### src/rtl/sysarr_pkg.sv
`default_nettype none
`timescale 1ns/1ps
// +----------------------------------------------------------------------+
// | Module      : sysarr_pkg                                             |
// | Description : Shared types and default sizes for the systolic-array  |
// |               operand feed path.                                     |
// | Contents    : SYSARR_N / SYSARR_WIDTH default dimensions,            |
// |               feed_state_t controller state enum, row_t row vector.  |
// | Revision    : 1.0 - initial release                                  |
// +----------------------------------------------------------------------+
package sysarr_pkg;

  localparam int SYSARR_N     = 4;
  localparam int SYSARR_WIDTH = 16;

  typedef enum logic [1:0] {
    IDLE   = 2'd0,
    LOAD   = 2'd1,
    STREAM = 2'd2
  } feed_state_t;

  typedef logic [SYSARR_WIDTH*SYSARR_N-1:0] row_t;

endpackage

`default_nettype wire

### src/rtl/sysarr_skew_gen.sv
`default_nettype none
`timescale 1ns/1ps
// +----------------------------------------------------------------------+
// | Module      : sysarr_skew_gen                                        |
// | Description : Diagonal shift-strobe generator. FIFO i shifts while   |
// |               the stream count lies in the window [i, i+N).          |
// | Ports       : s_cnt      in  stream cycle count                      |
// |               enable     in  streaming and not stalled               |
// |               fifo_shift out per-FIFO shift strobe                   |
// | Revision    : 1.0 - initial release                                  |
// +----------------------------------------------------------------------+
module sysarr_skew_gen
  import sysarr_pkg::*;
#(
  parameter int N = SYSARR_N
) (
  input  logic [$clog2(2*N)-1:0] s_cnt,
  input  logic                   enable,
  output logic [N-1:0]           fifo_shift
);

  localparam int SW = $clog2(2*N);

  // One spare bit so i+N is representable for every lane.
  logic [SW:0] w_cnt_ext;
  assign w_cnt_ext = {1'b0, s_cnt};

  for (genvar i = 0; i < N; i++) begin : g_shift
    localparam logic [SW:0] C_HI = (SW+1)'(i + N);
    if (i == 0) begin : g_first
      // Lower bound of lane 0 is always met.
      assign fifo_shift[i] = enable && (w_cnt_ext < C_HI);
    end else begin : g_rest
      localparam logic [SW:0] C_LO = (SW+1)'(i);
      assign fifo_shift[i] = enable && (w_cnt_ext >= C_LO) && (w_cnt_ext < C_HI);
    end
  end

endmodule

`default_nettype wire

### src/rtl/sysarr_feed_ctrl.sv
`default_nettype none
`timescale 1ns/1ps
// +----------------------------------------------------------------------+
// | Module      : sysarr_feed_ctrl                                       |
// | Description : Loads one NxN operand tile row-by-row into N row FIFOs |
// |               and then streams them with a one-cycle diagonal skew.  |
// | Ports       : clk, nRST (async, active-low)                          |
// |               in_valid/in_ready/in_row   upstream row handshake      |
// |               stall                      array back-pressure         |
// |               fifo_load/fifo_load_values one-hot FIFO load + data    |
// |               fifo_shift                 per-FIFO shift strobes      |
// |               busy, done                 status / end-of-tile pulse  |
// | Revision    : 1.0 - initial release                                  |
// +----------------------------------------------------------------------+
module sysarr_feed_ctrl
  import sysarr_pkg::*;
#(
  parameter int N     = SYSARR_N,
  parameter int WIDTH = SYSARR_WIDTH
) (
  input  logic               clk,
  input  logic               nRST,
  input  logic               in_valid,
  output logic               in_ready,
  input  logic [WIDTH*N-1:0] in_row,
  input  logic               stall,
  output logic [N-1:0]       fifo_load,
  output logic [WIDTH*N-1:0] fifo_load_values,
  output logic [N-1:0]       fifo_shift,
  output logic               busy,
  output logic               done
);

  localparam int RW = (N > 1) ? $clog2(N) : 1;
  localparam int SW = $clog2(2*N);
  localparam logic [RW-1:0] C_LAST_ROW = RW'(N - 1);
  localparam logic [SW-1:0] C_LAST_S   = SW'(2*N - 2);

  feed_state_t    r_state,   w_state_nxt;
  logic [RW-1:0]  r_row_cnt, w_row_cnt_nxt;
  logic [SW-1:0]  r_s_cnt,   w_s_cnt_nxt;
  logic           w_shift_en;

  always_ff @(posedge clk or negedge nRST) begin
    if (!nRST) begin
      r_state   <= IDLE;
      r_row_cnt <= '0;
      r_s_cnt   <= '0;
    end else begin
      r_state   <= w_state_nxt;
      r_row_cnt <= w_row_cnt_nxt;
      r_s_cnt   <= w_s_cnt_nxt;
    end
  end

  always_comb begin
    w_state_nxt   = r_state;
    w_row_cnt_nxt = r_row_cnt;
    w_s_cnt_nxt   = r_s_cnt;
    in_ready      = 1'b0;
    fifo_load     = '0;
    w_shift_en    = 1'b0;
    done          = 1'b0;

    case (r_state)
      IDLE: begin
        in_ready = 1'b1;
        if (in_valid) begin
          fifo_load[0] = 1'b1;
          if (N == 1) begin
            // A single-row tile is complete after its first handshake.
            w_state_nxt = STREAM;
            w_s_cnt_nxt = '0;
          end else begin
            w_row_cnt_nxt = RW'(1);
            w_state_nxt   = LOAD;
          end
        end
      end

      LOAD: begin
        in_ready = 1'b1;
        if (in_valid) begin
          fifo_load[r_row_cnt] = 1'b1;
          if (r_row_cnt == C_LAST_ROW) begin
            w_state_nxt = STREAM;
            w_s_cnt_nxt = '0;
          end else begin
            w_row_cnt_nxt = r_row_cnt + RW'(1);
          end
        end
      end

      STREAM: begin
        // A stalled cycle freezes the whole skew window, including done.
        if (!stall) begin
          w_shift_en = 1'b1;
          if (r_s_cnt == C_LAST_S) begin
            done          = 1'b1;
            w_state_nxt   = IDLE;
            w_row_cnt_nxt = '0;
            w_s_cnt_nxt   = '0;
          end else begin
            w_s_cnt_nxt = r_s_cnt + SW'(1);
          end
        end
      end

      default: w_state_nxt = IDLE;
    endcase
  end

  sysarr_skew_gen #(
    .N (N)
  ) u_skew (
    .s_cnt      (r_s_cnt),
    .enable     (w_shift_en),
    .fifo_shift (fifo_shift)
  );

  // FIFOs decide element ordering; the row is forwarded untouched.
  assign fifo_load_values = in_row;
  assign busy             = (r_state != IDLE);

endmodule

`default_nettype wire

### config.mk
export PLATFORM = sky130hd
export DESIGN_NAME = sysarr_feed_ctrl
export DESIGN_NICKNAME = d
export VERILOG_FILES = /design/src/rtl/sysarr_pkg.sv /design/src/rtl/sysarr_skew_gen.sv /design/src/rtl/sysarr_feed_ctrl.sv
export SDC_FILE = /design/constraint.sdc
export NUM_CORES = 1
export LEC_CHECK = 0
export BUFFER_PORTS_ARGS = -buffer_cell sky130_fd_sc_hd__buf_2
export CORE_MARGIN = 4
export CORE_UTILIZATION = 30
export DETAILED_ROUTE_END_ITERATION = 10
export PLACE_DENSITY = 0.77
export SKIP_CTS_REPAIR_TIMING = 1
export SYNTH_ARGS = -nofsm -noshare
export SYNTH_HDL_FRONTEND = slang
export SYNTH_SLANG_ARGS = --single-unit
### constraint.sdc
create_clock -name clk -period 1.48 [get_ports clk]
set_input_delay 0.222 -clock clk [delete_from_list [all_inputs] [get_ports clk]]
set_output_delay 0.222 -clock clk [all_outputs]
set_load 0.02 [all_outputs]
* Word level (Yosys, flattened, before mapping)
Cells that the tools add are included.
Widths: inputs -> output; s select.
** Word-level totals
- Flip-flop bits (word level) :: 7
** Cells by class
- Add/sub/neg operators :: 2
- Order comparisons :: 9
- Reduce and logical (&&, ||, !) cells :: 16
- Equal/unequal tests :: 10
- Mux-type cells :: 26
** Operator list (count)
- $mux 3 :: 5
- $mux 2 :: 7
- $lt 3x3->1 const B :: 4
- $ne 2x2->1 const B :: 6
- $pmux 2 s3 :: 2
- $logic_and 1x1->1 :: 8
- $mux 1 :: 8
- $ge 3x2->1 const B :: 2
- $pmux 3 s2 :: 1
- $reduce_and 6->1 :: 1
- $reduce_and 5->1 :: 1
- $eq 2x2->1 const B :: 2
- $mux 4 :: 1
- $reduce_and 4->1 :: 1
- $reduce_bool 2->1 :: 2
- $add 3x1->3 const B :: 1
- $eq 3x3->1 const B :: 1
- $ge 3x1->1 const B :: 1
- $lt 2x3->1 const B :: 1
- $reduce_bool 3->1 :: 1
- $add 2x1->2 const B :: 1
- $demux 1 s2 :: 1
- $eq 2x1->1 const B :: 1
- $ge 2x1->1 const B :: 1
- 3 further kinds :: 3

* Depth between registers and ports, before layout
Gate-level depths: netlist (run 1).
- Word-level depth :: 6
- Depth in mapped cells :: 6
- Depth with buffers taken out :: 5

* Cells and area by module
Synthesis (run 1) repeated with hierarchy kept, for this count alone.
** Second synthesis, totals
- Cells, all modules :: 136
- Area total of the unflattened synthesis :: 1144.8 µm²
** By module, submodules not included
- sysarr_feed_ctrl :: times used 1, area an instance 1088.5 µm², cells each 127
- sysarr_skew_gen :: times used 1, area an instance 56.3 µm², cells each 9

* Worst setup path after synthesis (run 1)
Ideal clock, no wire load.
- Kind :: reg-to-output
- From :: reg r_state[0]
- To :: out fifo_shift[3]
- Setup slack :: -145 ps
- Stages on the path, launching flop included :: 5
- Buffers on the path :: 0
- Required time :: 1258 ps
- Arrival time :: 1403 ps
- Cells stage by stage :: dfrtp_1 -> inv_1 -> ha_1 -> nand2b_1 -> a311oi_1
** On the way
- Word-level cells in the longest chain between the ends :: 4
** Ends and longest elaborated chain
- start, declared :: line sysarr_feed_ctrl.sv:39 : feed_state_t r_state, w_state_nxt;
- start signal, assigned :: line sysarr_feed_ctrl.sv:50 : r_state <= w_state_nxt;
- $eq 2x2->1 :: line sysarr_feed_ctrl.sv:65 : case (r_state)
- $mux 1 :: line sysarr_feed_ctrl.sv:65
- $logic_and 1x1->1 (2 in series) :: line sysarr_skew_gen.sv:35 : assign fifo_shift[i] = enable && (w_cnt_ext >= C_LO) && (w_cnt_ext < C_HI);
- end, declared :: line sysarr_feed_ctrl.sv:29 : output logic [N-1:0] fifo_shift,
Every way passes these cells.

* Final worst setup path (run 1)
- From :: reg r_s_cnt[0]
- To :: out fifo_shift[3]
** On the way
- Word-level cells in the longest chain between the ends :: 3
** Ends and longest elaborated chain
- start, declared :: line sysarr_feed_ctrl.sv:41 : logic [SW-1:0] r_s_cnt, w_s_cnt_nxt;
- start signal, assigned :: line sysarr_feed_ctrl.sv:52 : r_s_cnt <= w_s_cnt_nxt;
- $ge 3x2->1 :: line sysarr_skew_gen.sv:35
- $logic_and 1x1->1 :: line sysarr_skew_gen.sv:35
- $logic_and 1x1->1 (*) :: line sysarr_skew_gen.sv:35
Every way passes the cells marked *; elsewhere a longest branch is shown, timed or not.

==> key figures, run 1 <==
Status
  • Status: finished with violations
  • Failing checks: setup timing

Timing
  • Crit share post-route: 1.09
  • Worst setup margin: -0.137 ns
  • Final min period: 1.62 ns
  • Max Slew Vio Count: 0
  • Clock skew: 0.00570 ns
  • Final setup vio count: 14
  • Hold WS: 0.355 ns
  • Worst slew margin relative to its limit: 0.839
  • Hold Fails Final Rpt: 0
  • RSZ-0062 raised after global routing: yes
  • Actual slew at the worst max-slew pin: 0.241 ns
  • Final TNS setup: -1.03 ns
  • Max Clk Rate: 619 MHz

Global routing
  • Gr usage total: 0.0717
  • First-pass GRT wire length: 3010 um
  • Initial antenna violation count: 0
  • Vias in the first global route: 658
  • Total gr overflow: 0
  • Largest net degree at the start of global routing: 9

Layout
  • Commonest non-fill, non-tap cell in the layout: buf_4
  • Multi-input logic area: 606 um2
  • Finished Core Util: 0.314
  • # diodes: 0
  • Layout fillers: 363
  • Reg area: 180 um2
  • Non-filler instance count after layout: 153
  • Layout cells sized above 1: 0.648
  • Nets: 186
  • Layout overhead on the synthesized area: -1.56%

Clock network
  • Clock transition at path regs: 0.04 ns
  • Worst skew pair latency: 0.23 ns
  • CTS tree: yes
  • H-tree levels: 1
  • Num CTS Buffers: 3
  • Clock root buffer: clkbuf_8
  • Clock buffer depth: 2
  • Clk sinks: 7

Critical path
  • Arrival time worst endpoint: 1.39 ns
  • WP buf/inv: 1
  • CP Class: reg -> out
  • CP Cell Sequence: ha_4 -> ha_2 -> a211oi_2 -> a311oi_2 -> buf_4
  • Required time of the worst setup path: 1.26 ns
  • Slowest cell on crit path: dfrtp_2
  • CP Launch Type: flip-flop
  • Largest stage delay, worst path: 0.45 ns
  • Crit. path cell count: 5
  • Max Fanout on Critical Path: 5
  • CP top delay family: flip-flops
  • Reg2reg path depth: 5
  • Crit. End Element: output pin

Die
  • I/O pin count: 143
  • Die Area: 5090 um2
  • Die Wd: 71.3 um
  • Vert. Die Dim: 71.3 um
  • Core area: 3770 um2
  • Rows: 22
  • Starting density of the core: 0.319

Drt
  • Drt wl/cell: 13.8 um
  • DR pass1 iterations: 2
  • Vias per std cell: 4.52
  • Via count: 691
  • Post-route DRC: 0
  • Initial DRC count: 6
  • Post-Route WL: 2110 um
  • Final ANT Viol Nets: 0

Synth
  • Syn nets: 216
  • Synth top area cells: buf_4 40%, dfrtp_1 15%, ha_1 12%
  • Cell Area, Synth: 1200 um2
  • Ys Warns: 0
  • Post-synth cell types: 30
  • Synthesis-stage register bit count: 7
  • Sequential cell area fraction in the yosys report: 0.146
  • Cells after Synth: 136
  • Syn avg cell area: 8.84 um2
  • Post-synth top area share: 0.400
  • Area leader, netlist: buf_4

Pwr
  • Pwr Density: 1910 nW/um2
  • Max IR drop VDD: 0.888 mV
  • Lkg Pwr: 0.520 nW

Placement
  • DP Cell Count: 146
  • I/O Buffers: 14
  • RePlAce Congestion: 0.742
  • Pre-CTS setup slack: -0.0822 ns
  • DP HPWL: 1540 um

Worst hold path
  • Hold Path Class: in -> async

Flow run
  • Maximum Capacitance Violations: 0
-- registers in the layout, indices dropped and copies added, names as in the netlist --
signal,cells
r_row_cnt,2
r_state,2
r_s_cnt,3
-- worst reg2reg max path, stage by stage (launching register included) --
cell and delay [ns]:
dfrtp_2 0.41, buf_6 0.13, ha_2 0.22, nor2_1 0.09, a211o_1 0.31, mux2_4 0.30
-- synth_stat cells (all sizes together) --
cell,count
ha,12
nor2,6
a311oi,1
nor3,3
or3b,2
a221oi,1
o2bb2ai,1
nor4,1
nand2b,1
and3b,2
nand3,1
nand4bb,1
buf,68
a211oi,3
xnor2,1
and3,3
dfrtp,7
or2,1
mux2i,4
inv,8
a21oi,3
a2bb2oi,1
a21boi,1
nand2,1
mux2,2
a211o,1
-- routing by layer --
metal | vias to the layer above | track usage | wire [um] | share of wire
met5 | - | 0 | 0 | 0
met4 | 0 | 0.0459 | 23 | 0.011
met3 | 4 | 0.0224 | 156 | 0.074
met2 | 23 | 0.112 | 1080 | 0.51
met1 | 347 | 0.0840 | 842 | 0.40
li1 | 317 | - | - | -
-- logic make-up (layout without fill, tap and decap cells) --
| family | Yosys count | in the layout | share of synthesized area |
|---|---|---|---|
| buf+inv | 76 | 45 | 0.457 |
| fa+ha+maj | 12 | 12 | 0.125 |
| mux | 6 | 6 | 0.0551 |
| xor+xnor | 1 | 1 | 0.00729 |
| flops | 7 | 7 | 0.146 |
| compound gates | 12 | 12 | 0.0864 |
| simple gates | 22 | 22 | 0.124 |
-- stage by stage --
| step | power [mW] | instance area [um2] |
|---|---|---|
| 2_1_floorplan | 1.44 | 1230 |
| 3_3_place_gp | 1.58 | 952 |
| 3_5_place_dp | 1.60 | 952 |
| 4_1_cts | 1.89 | 997 |
| 5_1_grt | 2.42 | 1180 |
| 6_report | 2.26 | 1180 |
-- worst paths after layout --
path                            slack [ns]        from                   end
worst max-delay path                 -0.14  r_s_cnt[0]         fifo_shift[3]
worst min-delay path                  0.35        nRST            r_s_cnt[1]
worst max register to register       -0.09  r_state[1]            r_s_cnt[0]
worst min register to register        0.62  r_state[1]            r_state[1]
max in group asynchronous             0.94        nRST            r_state[1]
min in group clk                      0.44  in_row[14]  fifo_load_values[14]
-- cell type report --
| class | count | share of cell area |
|---|---|---|
| multi-input combinational | 53 | 0.512 |
| timing repair buffer | 33 | 0.218 |
| sequential | 7 | 0.152 |
| tap | 48 | 0.0507 |
| clock buffer | 4 | 0.0381 |
| inverter | 8 | 0.0296 |
-- where the power goes --
part / internal (mW) / switching [mW] / leakage (nW)
logic: 0.854 / 0.752 / 0.412
clock network: 0.187 / 0.0885 / 0.0228
registers: 0.277 / 0.106 / 0.0852
total: 1.32 / 0.946 / 0.520
No activity file was read; power rests on OpenSTA's default activity.
==> run 2, diff against run 1 <==
--- a/config.mk
+++ b/config.mk
@@ -7,10 +7,11 @@
 export LEC_CHECK = 0
 export BUFFER_PORTS_ARGS = -buffer_cell sky130_fd_sc_hd__buf_2
 export CORE_MARGIN = 4
-export CORE_UTILIZATION = 30
+export CORE_UTILIZATION = 29
 export DETAILED_ROUTE_END_ITERATION = 10
-export PLACE_DENSITY = 0.77
+export PLACE_DENSITY = 0.76
 export SKIP_CTS_REPAIR_TIMING = 1
 export SYNTH_ARGS = -nofsm -noshare
 export SYNTH_HDL_FRONTEND = slang
+export SYNTH_HIERARCHICAL = 1
 export SYNTH_SLANG_ARGS = --single-unit
==> key figures, run 2 <==
Placement
  • Pre-CTS setup slack: -0.0913 ns
  • I/O Buffers: 14
  • RePlAce Congestion: 0.758
  • DP HPWL: 1450 um

Timing
  • Max Clk Rate: 615 MHz
  • Crit share post-route: 1.10
  • Actual slew at the worst max-slew pin: 0.225 ns
  • Final setup vio count: 16
  • Max Slew Vio Count: 0
  • Worst slew margin relative to its limit: 0.850
  • Final TNS setup: -1.04 ns
  • Hold WS: 0.366 ns
  • Clock skew: 0.000592 ns
  • Hold Fails Final Rpt: 0
  • RSZ-0062 raised after global routing: yes
  • Final min period: 1.63 ns
  • Worst setup margin: -0.146 ns

Die
  • Vert. Die Dim: 70.8 um
  • Die Area: 5020 um2
  • Rows: 22
  • Core area: 3740 um2
  • Die Wd: 70.8 um
  • I/O pin count: 143
  • Starting density of the core: 0.306

Synth
  • Top-count cell post-synth: buf_4
  • Cells after Synth: 136
  • Synthesis-stage register bit count: 7
  • Area leader, netlist: buf_4
  • Syn nets: 213
  • Dominant synthesized flop cell: dfrtp_1
  • Post-synth EDFFs: 0
  • Ys Warns: 6
  • Syn avg cell area: 8.42 um2
  • Synth async-reset ratio: 1.00
  • Post-synth cell types: 34
  • Synth top area cells: buf_4 42%, dfrtp_1 15%, ha_1 9.8%
  • Commonest cells in the netlist: 64 x buf_4, 9 x ha_1, 7 x dfrtp_1
  • Sequential cell area fraction in the yosys report: 0.153
  • Cell Area, Synth: 1140 um2
  • Post-synth top area share: 0.420

Layout
  • # diodes: 0
  • Max reg flops: 3
  • Layout cells sized above 1: 0.561
  • Nets: 185
  • Most frequent cells in the layout: 20 x buf_4, 6 x buf_6
  • Layout fillers: 396
  • Commonest non-fill, non-tap cell in the layout: buf_4
  • Multi-input logic area: 583 um2
  • Largest registers: r_s_cnt (3), r_row_cnt (2), r_state (2)
  • Finished Core Util: 0.305
  • Reg area: 178 um2
  • Largest reg by FF count: r_s_cnt
  • Layout overhead on the synthesized area: -0.109%

Clock network
  • Clock transition at path regs: 0.04 ns
  • H-tree levels: 1
  • CTS tree: yes
  • Clock root buffer: clkbuf_8
  • Clk sinks: 7
  • Worst skew pair latency: 0.22 ns
  • Clock buffer depth: 2
  • Num CTS Buffers: 3

Critical path
  • Crit. End Element: output pin
  • CP Launch Type: flip-flop
  • Max Fanout on Critical Path: 3
  • CP Class: reg -> out
  • Largest stage delay, worst path: 0.38 ns
  • Required time of the worst setup path: 1.26 ns
  • Arrival time worst endpoint: 1.40 ns
  • CP Cell Sequence: inv_2 -> ha_4 -> nor2b_4 -> nand2_2 -> mux2i_4 -> buf_6
  • Slowest cell on crit path: dfrtp_1

Worst hold path
  • Hold Path Class: in -> async

Drt
  • Final ANT Viol Nets: 0
  • Post-route DRC: 0
  • DR pass1 iterations: 3
  • Initial DRC count: 22
  • Vias per std cell: 4.28
  • Via count: 664
  • Drt wl/cell: 11.7 um
  • Post-Route WL: 1820 um

Global routing
  • First-pass GRT wire length: 2880 um
  • Total gr overflow: 0
  • Vias in the first global route: 681
  • Initial antenna violation count: 0
  • Gr usage total: 0.0695
  • Largest net degree at the start of global routing: 9

Status
  • Failing checks: setup timing
  • Status: finished with violations

Pwr
  • Max IR drop VDD: 0.406 mV
  • Lkg Pwr: 0.530 nW
  • Pwr Density: 1910 nW/um2

Flow run
  • Maximum Capacitance Violations: 0
run 2: area by class of cell:
| class | count | share of cell area |
|---|---|---|
| Sequential cell | 7 | 0.155 |
| Inverter | 6 | 0.0219 |
| Timing Repair Buffer | 32 | 0.221 |
| Clock buffer | 4 | 0.0394 |
| Multi-Input combinational cell | 58 | 0.510 |
| Tap cell | 48 | 0.0525 |
run 2: through the flow:
step	total power [mW]	area (um2)	cells
after floorplan	1.45	1200	136
after global placement	1.64	952	148
after detailed placement	1.66	952	148
after CTS	1.94	997	152
after global routing	2.37	1140	155
final	2.18	1140	155
run 2: final timing paths:
check,from,cells past startpoint,end,slack [ns]
max in group asynchronous,nRST,2,r_s_cnt[2],0.94
worst max register to register,r_state[0],6,r_state[1],-0.09
worst max-delay path,r_state[0],6,fifo_shift[3],-0.15
min in group clk,in_valid,3,r_state[0],0.43
worst min-delay path,nRST,2,r_row_cnt[0],0.37
worst min register to register,r_row_cnt[1],2,r_row_cnt[1],0.61
run 2: cells by family after synthesis:
logic type / after synthesis / synth area share
buffers and inverters: 71 / 0.449
flip-flops: 7 / 0.153
XOR/XNOR: 1 / 0.00765
AND/OR/NAND/NOR: 32 / 0.166
adder cells (fa/ha/maj): 9 / 0.0984
multiplexers: 5 / 0.0481
AO/OA/AOI/OAI: 11 / 0.0776
run 2: power by group:
group / switching, mW / internal, mW
logic: 0.761 / 0.824
clock network: 0.0737 / 0.186
registers: 0.0731 / 0.268
total: 0.908 / 1.28
run 2: worst max-delay path: cells and delay by family (launching register included):
| kind | cells | cell delay (ns) |
|---|---|---|
| fa+ha+maj | 1 | 0.14 |
| buf+inv | 2 | 0.23 |
| flops | 1 | 0.38 |
| simple gates | 2 | 0.29 |
| mux | 1 | 0.15 |
run 2: routing by layer:
metal / wire, um / GRT usage
met1: 694 / 0.0659
met2: 901 / 0.114
met3: 188 / 0.0341
met4: 36 / 0.0543
met5: 0 / 0
